### src/rtl/alu_pkg.sv
// rtl/alu_pkg.sv - opcodes, FSM state type and helpers shared by the ALU execution stage
package alu_pkg;

    localparam int ALUOP_W = 5;

    localparam logic [ALUOP_W-1:0] ALUOP_AND  = 5'b00000;
    localparam logic [ALUOP_W-1:0] ALUOP_OR   = 5'b00001;
    localparam logic [ALUOP_W-1:0] ALUOP_ADD  = 5'b00010;
    localparam logic [ALUOP_W-1:0] ALUOP_SUB  = 5'b10010;
    localparam logic [ALUOP_W-1:0] ALUOP_SLT  = 5'b00011;
    localparam logic [ALUOP_W-1:0] ALUOP_XOR  = 5'b00100;
    localparam logic [ALUOP_W-1:0] ALUOP_SLTU = 5'b00101;
    localparam logic [ALUOP_W-1:0] ALUOP_SRL  = 5'b00110;
    localparam logic [ALUOP_W-1:0] ALUOP_SLL  = 5'b00111;
    localparam logic [ALUOP_W-1:0] ALUOP_SRA  = 5'b01000;

    typedef enum logic [1:0] {
        IDLE  = 2'd0,
        SHIFT = 2'd1,
        DONE  = 2'd2
    } alu_state_t;

    // Shifts are the only ops that run on the iterative datapath.
    function automatic logic is_shift(input logic [ALUOP_W-1:0] op);
        return (op == ALUOP_SRL) || (op == ALUOP_SLL) || (op == ALUOP_SRA);
    endfunction

endpackage

### src/rtl/alu_comb_core.sv
// rtl/alu_comb_core.sv - combinational single-cycle logic/arithmetic ops
module alu_comb_core
    import alu_pkg::*;
#(
    parameter int WIDTH = 32
) (
    input  logic [ALUOP_W-1:0] aluop,
    input  logic [WIDTH-1:0]   a,
    input  logic [WIDTH-1:0]   b,
    output logic [WIDTH-1:0]   result
);

    logic lt_signed;
    logic lt_unsigned;

    assign lt_signed   = $signed(a) < $signed(b);
    assign lt_unsigned = a < b;

    // Select the single-cycle result; shifts and unknown codes give zero here.
    always_comb begin
        result = '0;
        case (aluop)
            ALUOP_AND:  result = a & b;
            ALUOP_OR:   result = a | b;
            ALUOP_ADD:  result = a + b;
            ALUOP_SUB:  result = a - b;
            ALUOP_SLT:  result = {{(WIDTH-1){1'b0}}, lt_signed};
            ALUOP_XOR:  result = a ^ b;
            ALUOP_SLTU: result = {{(WIDTH-1){1'b0}}, lt_unsigned};
            default:    result = '0;
        endcase
    end

endmodule

### src/rtl/alu_exec_unit.sv
// rtl/alu_exec_unit.sv - multi-cycle ALU stage with one-bit-per-cycle shifter
module alu_exec_unit
    import alu_pkg::*;
#(
    parameter int WIDTH = 32
) (
    input  logic               clk_i,
    input  logic               rst_ni,
    input  logic               start_i,
    input  logic [4:0]         aluop_i,
    input  logic [WIDTH-1:0]   a_i,
    input  logic [WIDTH-1:0]   b_i,
    output logic               busy_o,
    output logic               done_o,
    output logic [WIDTH-1:0]   result_o,
    output logic               zero_o
);

    localparam int SHW = $clog2(WIDTH);

    alu_state_t           state;
    alu_state_t           state_next;
    logic [WIDTH-1:0]     work;
    logic [WIDTH-1:0]     shifted;
    logic [SHW-1:0]       count;
    logic [ALUOP_W-1:0]   op;
    logic [WIDTH-1:0]     core_result;
    logic [WIDTH-1:0]     quick_result;
    logic                 accept;
    logic                 go_shift;
    logic                 last_shift;

    alu_comb_core #(.WIDTH(WIDTH)) u_core (
        .aluop  (aluop_i),
        .a      (a_i),
        .b      (b_i),
        .result (core_result)
    );

    // Starts are only taken when idle or completing, which allows back-to-back issue.
    assign accept     = start_i && ((state == IDLE) || (state == DONE));
    assign go_shift   = accept && is_shift(aluop_i) && (b_i[SHW-1:0] != '0);
    assign last_shift = (state == SHIFT) && (count == SHW'(1));

    // A zero-amount shift completes immediately and simply passes operand A through.
    assign quick_result = is_shift(aluop_i) ? a_i : core_result;

    // One-bit step of the working register according to the latched shift op.
    always_comb begin
        shifted = work;
        case (op)
            ALUOP_SRL: shifted = {1'b0, work[WIDTH-1:1]};
            ALUOP_SLL: shifted = {work[WIDTH-2:0], 1'b0};
            ALUOP_SRA: shifted = {work[WIDTH-1], work[WIDTH-1:1]};
            default:   shifted = work;
        endcase
    end

    // Next-state selection for the IDLE/SHIFT/DONE sequencer.
    always_comb begin
        state_next = state;
        case (state)
            IDLE:    if (accept) state_next = go_shift ? SHIFT : DONE;
            SHIFT:   if (last_shift) state_next = DONE;
            DONE:    state_next = accept ? (go_shift ? SHIFT : DONE) : IDLE;
            default: state_next = IDLE;
        endcase
    end

    // State register.
    always_ff @(posedge clk_i) begin
        if (!rst_ni) begin
            state <= IDLE;
        end else begin
            state <= state_next;
        end
    end

    // Shift datapath, counter and the result/zero registers that load only on entry to DONE.
    always_ff @(posedge clk_i) begin
        if (!rst_ni) begin
            work     <= '0;
            count    <= '0;
            op       <= '0;
            result_o <= '0;
            zero_o   <= 1'b1;
        end else if (go_shift) begin
            work  <= a_i;
            count <= b_i[SHW-1:0];
            op    <= aluop_i;
        end else if (accept) begin
            result_o <= quick_result;
            zero_o   <= (quick_result == '0);
        end else if (state == SHIFT) begin
            work  <= shifted;
            count <= count - SHW'(1);
            if (last_shift) begin
                result_o <= shifted;
                zero_o   <= (shifted == '0);
            end
        end
    end

    assign busy_o = (state == SHIFT);
    assign done_o = (state == DONE);

endmodule

### config.mk
export PLATFORM = sky130hd
export DESIGN_NAME = alu_exec_unit
export DESIGN_NICKNAME = d
export VERILOG_FILES = /design/src/rtl/alu_pkg.sv /design/src/rtl/alu_comb_core.sv /design/src/rtl/alu_exec_unit.sv
export SDC_FILE = /design/constraint.sdc
export NUM_CORES = 1
export LEC_CHECK = 0
export BUFFER_PORTS_ARGS = -buffer_cell sky130_fd_sc_hd__buf_2
export CELL_PAD_IN_SITES_DETAIL_PLACEMENT = 2
export CELL_PAD_IN_SITES_GLOBAL_PLACEMENT = 2
export CORE_MARGIN = 2
export CORE_UTILIZATION = 35
export CTS_BUF_LIST = sky130_fd_sc_hd__clkbuf_16
export CTS_CLUSTER_SIZE = 40
export DETAILED_ROUTE_END_ITERATION = 6
export PLACE_DENSITY_LB_ADDON = 0.12
export SLEW_MARGIN = 20
export SYNTH_ARGS = -nofsm -noshare
export SYNTH_HDL_FRONTEND = slang
export SYNTH_SLANG_ARGS = --single-unit
### constraint.sdc
create_clock -name clk_i -period 6.8 [get_ports clk_i]
set_clock_uncertainty 0.2 [all_clocks]
set_input_delay 0.34 -clock clk_i [delete_from_list [all_inputs] [get_ports clk_i]]
set_output_delay 0.34 -clock clk_i [all_outputs]
set_load 0.01 [all_outputs]
==> out/results.txt <==
status -> completed
Slew Viols, Final -> 0
GRT Util Overall -> 33.5%
DP Wirelength -> 40900 um
flop2flop setup slack -> 2.62 ns
WHS -> 0.161 ns
Net Sw Power -> 0.727 mW
layout filler cell count -> 3592
post-CTS setup buffer count -> 0
DR DRC count -> 0
Syn Nets -> 1671
final setup fails -> 0
MaxCap Viol Count -> 0
hold-fix buffers at CTS -> 0
post-route ant nets -> 0
Syn Inst Count -> 1496
Compound-Gate Fraction of Synth Area -> 35.6%
Worst-Skew Late Latency -> 0.35 ns
num rows -> 63
worst r2r path cells -> 13
peak supply drop -> 0.000103 V
asr flop ratio synth -> 0%
CP bufs+invs -> 1
Synth area leaders -> dfxtp_1 (15%), ha_1 (12%), a21oi_1 (6.0%)
sequential share of the synthesized area -> 14.8%
CP arrival -> 4.42 ns
adder-cell share of the synthesized area -> 12.5%
Final WS setup -> 2.43 ns
total gr overflow -> 0
vias -> 12300
Layout Area Growth over Synthesis -> 9.74%
worst slack, placed -> 2.14 ns
CTS tree -> built
Worst-Margin Slew -> 1.09 ns
Port Buf Inserts -> 106
Crit-path slowest cell -> nand3_1
die area -> 0.0312 mm2
initial antenna violation count -> 2
global-route wire length before repair -> 79600 um
TNS Setup -> 0 ns
Seq cells post-synth -> 77
# resized after CTS -> 0
met1 Use GR -> 43.1%
sequential group share of total power -> 28.3%
Top delay family on crit path -> simple AND/OR/NAND/NOR gates
drt pass-1 iters -> 7
crit-path max cell delay -> 0.80 ns
crit path capture -> zero_o
final hold viol count -> 0
area of the core -> 0.0295 mm2
synthesized area per cell -> 6.97 um2
Initial Util -> 35.3%
post-route minimum period -> 4.37 ns
post-synth top area share -> 14.8%
clk slew on worst S/H paths -> 0.07 ns
Ys Warns -> 0
via density per instance -> 6.37
number of cells on the critical path -> 11
Placer Congestion -> 0.961
cell taking the most area after synthesis -> dfxtp_1
met2 GRT Util -> 55.5%
Routed wire per std cell -> 27.3 um
kind of critical path -> in -> reg
CTS Root Cell -> clkbuf_16
Comb pwr share -> 42.3%
GR peak layer -> met2
Top-Level Pins -> 107
P_int -> 0.979 mW
Crit Reg-Reg Endpoint -> zero_o
largest family of logic cells by synthesized area -> compound AO/OA/AOI/OAI gates
design area -> 0.0114 mm2
worst reg2reg startpoint -> count[1]
switch share -> 42.6%
Final Cycle Share -> 64.2%
share of layout cells above drive strength 1 -> 13.4%
CTS Buffer Depth -> 2
EDFF count, synth -> 0
Synth Area in Simple Gates -> 26.3%
Clk network pwr share -> 29.4%
Synth Cell Area -> 0.0104 mm2
Hold Startpoint -> a_i[27]
Die Span Y -> 177 um
critical path launch point type -> primary input
Die X -> 177 um
Worst Hold Class -> in -> reg
multiplexer share of the synthesized area -> 1.74%
Routed Wire Length -> 52600 um
crit-path cells -> buf_2, nor2_1, nand3_1, o2111ai_1, a221oi_1, nand3b_1, nor4_1, nand4_1, nor4_1, nand4_1, o41ai_2
htree depth -> 3
Final #Nets -> 1705
clock sink total -> 77
largest net degree at the start of global routing -> 65
Yosys cell types -> 103
Placed Area -> 0.0111 mm2
cts bufs inserted -> 9
RSZ-0062 raised after global routing -> false
Critical Path RT -> 6.85 ns
GR Util met3 -> 4.09%
CP Capture Type -> flip-flop
Max Fanout on Critical Path -> 19
CP Launch Point -> aluop_i[0]
slew margin rel. -> 27.1%
vias in the first global route -> 12700
initial drt markers -> 942
leakage power -> 4.70 nW
Main synth FF type -> dfxtp_1
XOR/XNOR Fraction of Synth Area -> 0.504%
Max Fclk -> 229 MHz
pwr/cell area -> 149 mW/mm2
per-stage QoR:
step | util [%] | instances | total power, mW
3_3_place_gp | 37.7 | 1909 | 1.18
5_1_grt | 38.8 | 1926 | 1.78
6_report | 38.8 | 1928 | 1.71
4_1_cts | 38.8 | 1925 | 1.69
2_1_floorplan | - | 1496 | 0.940
3_5_place_dp | 37.7 | 1909 | 1.20
how the worst min path moves through the flow:
stage	slack, ns	cells after the start	end
5_1_grt	0.18	3	work[4]
4_1_cts	0.16	3	work[27]
6_report	0.16	3	work[27]
2_1_floorplan	0.24	2	op[3]
3_3_place_gp	0.24	2	result_o[15]
3_5_place_dp	0.25	2	result_o[20]
cells by family (layout without fill, tap and decap cells):
| family | Yosys count | count (layout) |
|---|---|---|
| mux | 18 | 18 |
| other cells | 0 | 3 |
| buf+inv | 209 | 248 |
| compound gates | 518 | 518 |
| xor+xnor | 6 | 6 |
| fa+ha+maj | 103 | 103 |
| simple gates | 565 | 565 |
| flops | 77 | 77 |
placed cells by master, fill, tap and decap left out, types with 22 or more instances in the layout:
cell / instances
nor2_1: 160
nand2_1: 158
a21oi_1: 124
buf_2: 106
inv_1: 103
ha_1: 101
o21ai_0: 86
dfxtp_1: 77
nand3_1: 64
a221oi_1: 42
nor3_1: 35
o211ai_1: 29
a211oi_1: 27
nand4_1: 22
cell type report:
class                      count  area, um2  area share (%)
sequential                    77       1540            13.5
clock inverter                 7       73.8           0.646
inverter                     107        402            3.51
tap                          390        488            4.27
clock buffer                   9        225            1.97
multi-input combinational   1210       8020            70.2
timing repair buffer         125        673            5.89
antenna                        3       7.51          0.0657
cells in the mapped netlist (8+ instances only):
cell / n
a211o_1: 11
a211oi_1: 27
a21o_1: 12
a21oi_1: 125
a221oi_1: 42
a22oi_1: 10
a31oi_1: 19
and2_1: 8
and3_1: 11
buf_2: 30
clkbuf_1: 54
dfxtp_1: 77
ha_1: 101
inv_1: 102
mux2i_1: 17
nand2_1: 159
nand2b_1: 12
nand3_1: 64
nand4_1: 22
nor2_1: 163
nor2b_1: 19
nor3_1: 35
nor4_1: 14
o2111ai_1: 8
o211ai_1: 29
o21ai_0: 86
o21bai_1: 8
o2bb2ai_1: 10
o31ai_1: 12
or3_1: 11
flip-flops by register name, indices dropped and copies added (netlist names):
register / count
zero_o: 1
op: 5
count: 5
state: 2
work: 32
result_o: 32
worst min-delay path: cells and delay by family:
family	cells	cell delay (ns)
simple gates	1	0.08
buf+inv	1	0.15
compound gates	1	0.10
power by group through the flow:
stage	combinational [mW]	clock, mW	sequential, mW
floorplan	0.445	0	0.494
global placement	0.688	0	0.491
detailed placement	0.704	0	0.493
CTS	0.708	0.504	0.483
global route	0.774	0.525	0.485
finish	0.720	0.502	0.483
layer usage:
layer  routed length [um]  part of all wire (%)  vias up
li1                     -                     -     5578
met1                22900                    43     6175
met2                24500                    47      416
met3                 2600                   4.9      103
met4                 2670                   5.1        0
met5                    0                     0        -
(Power assumes the default switching activity.)
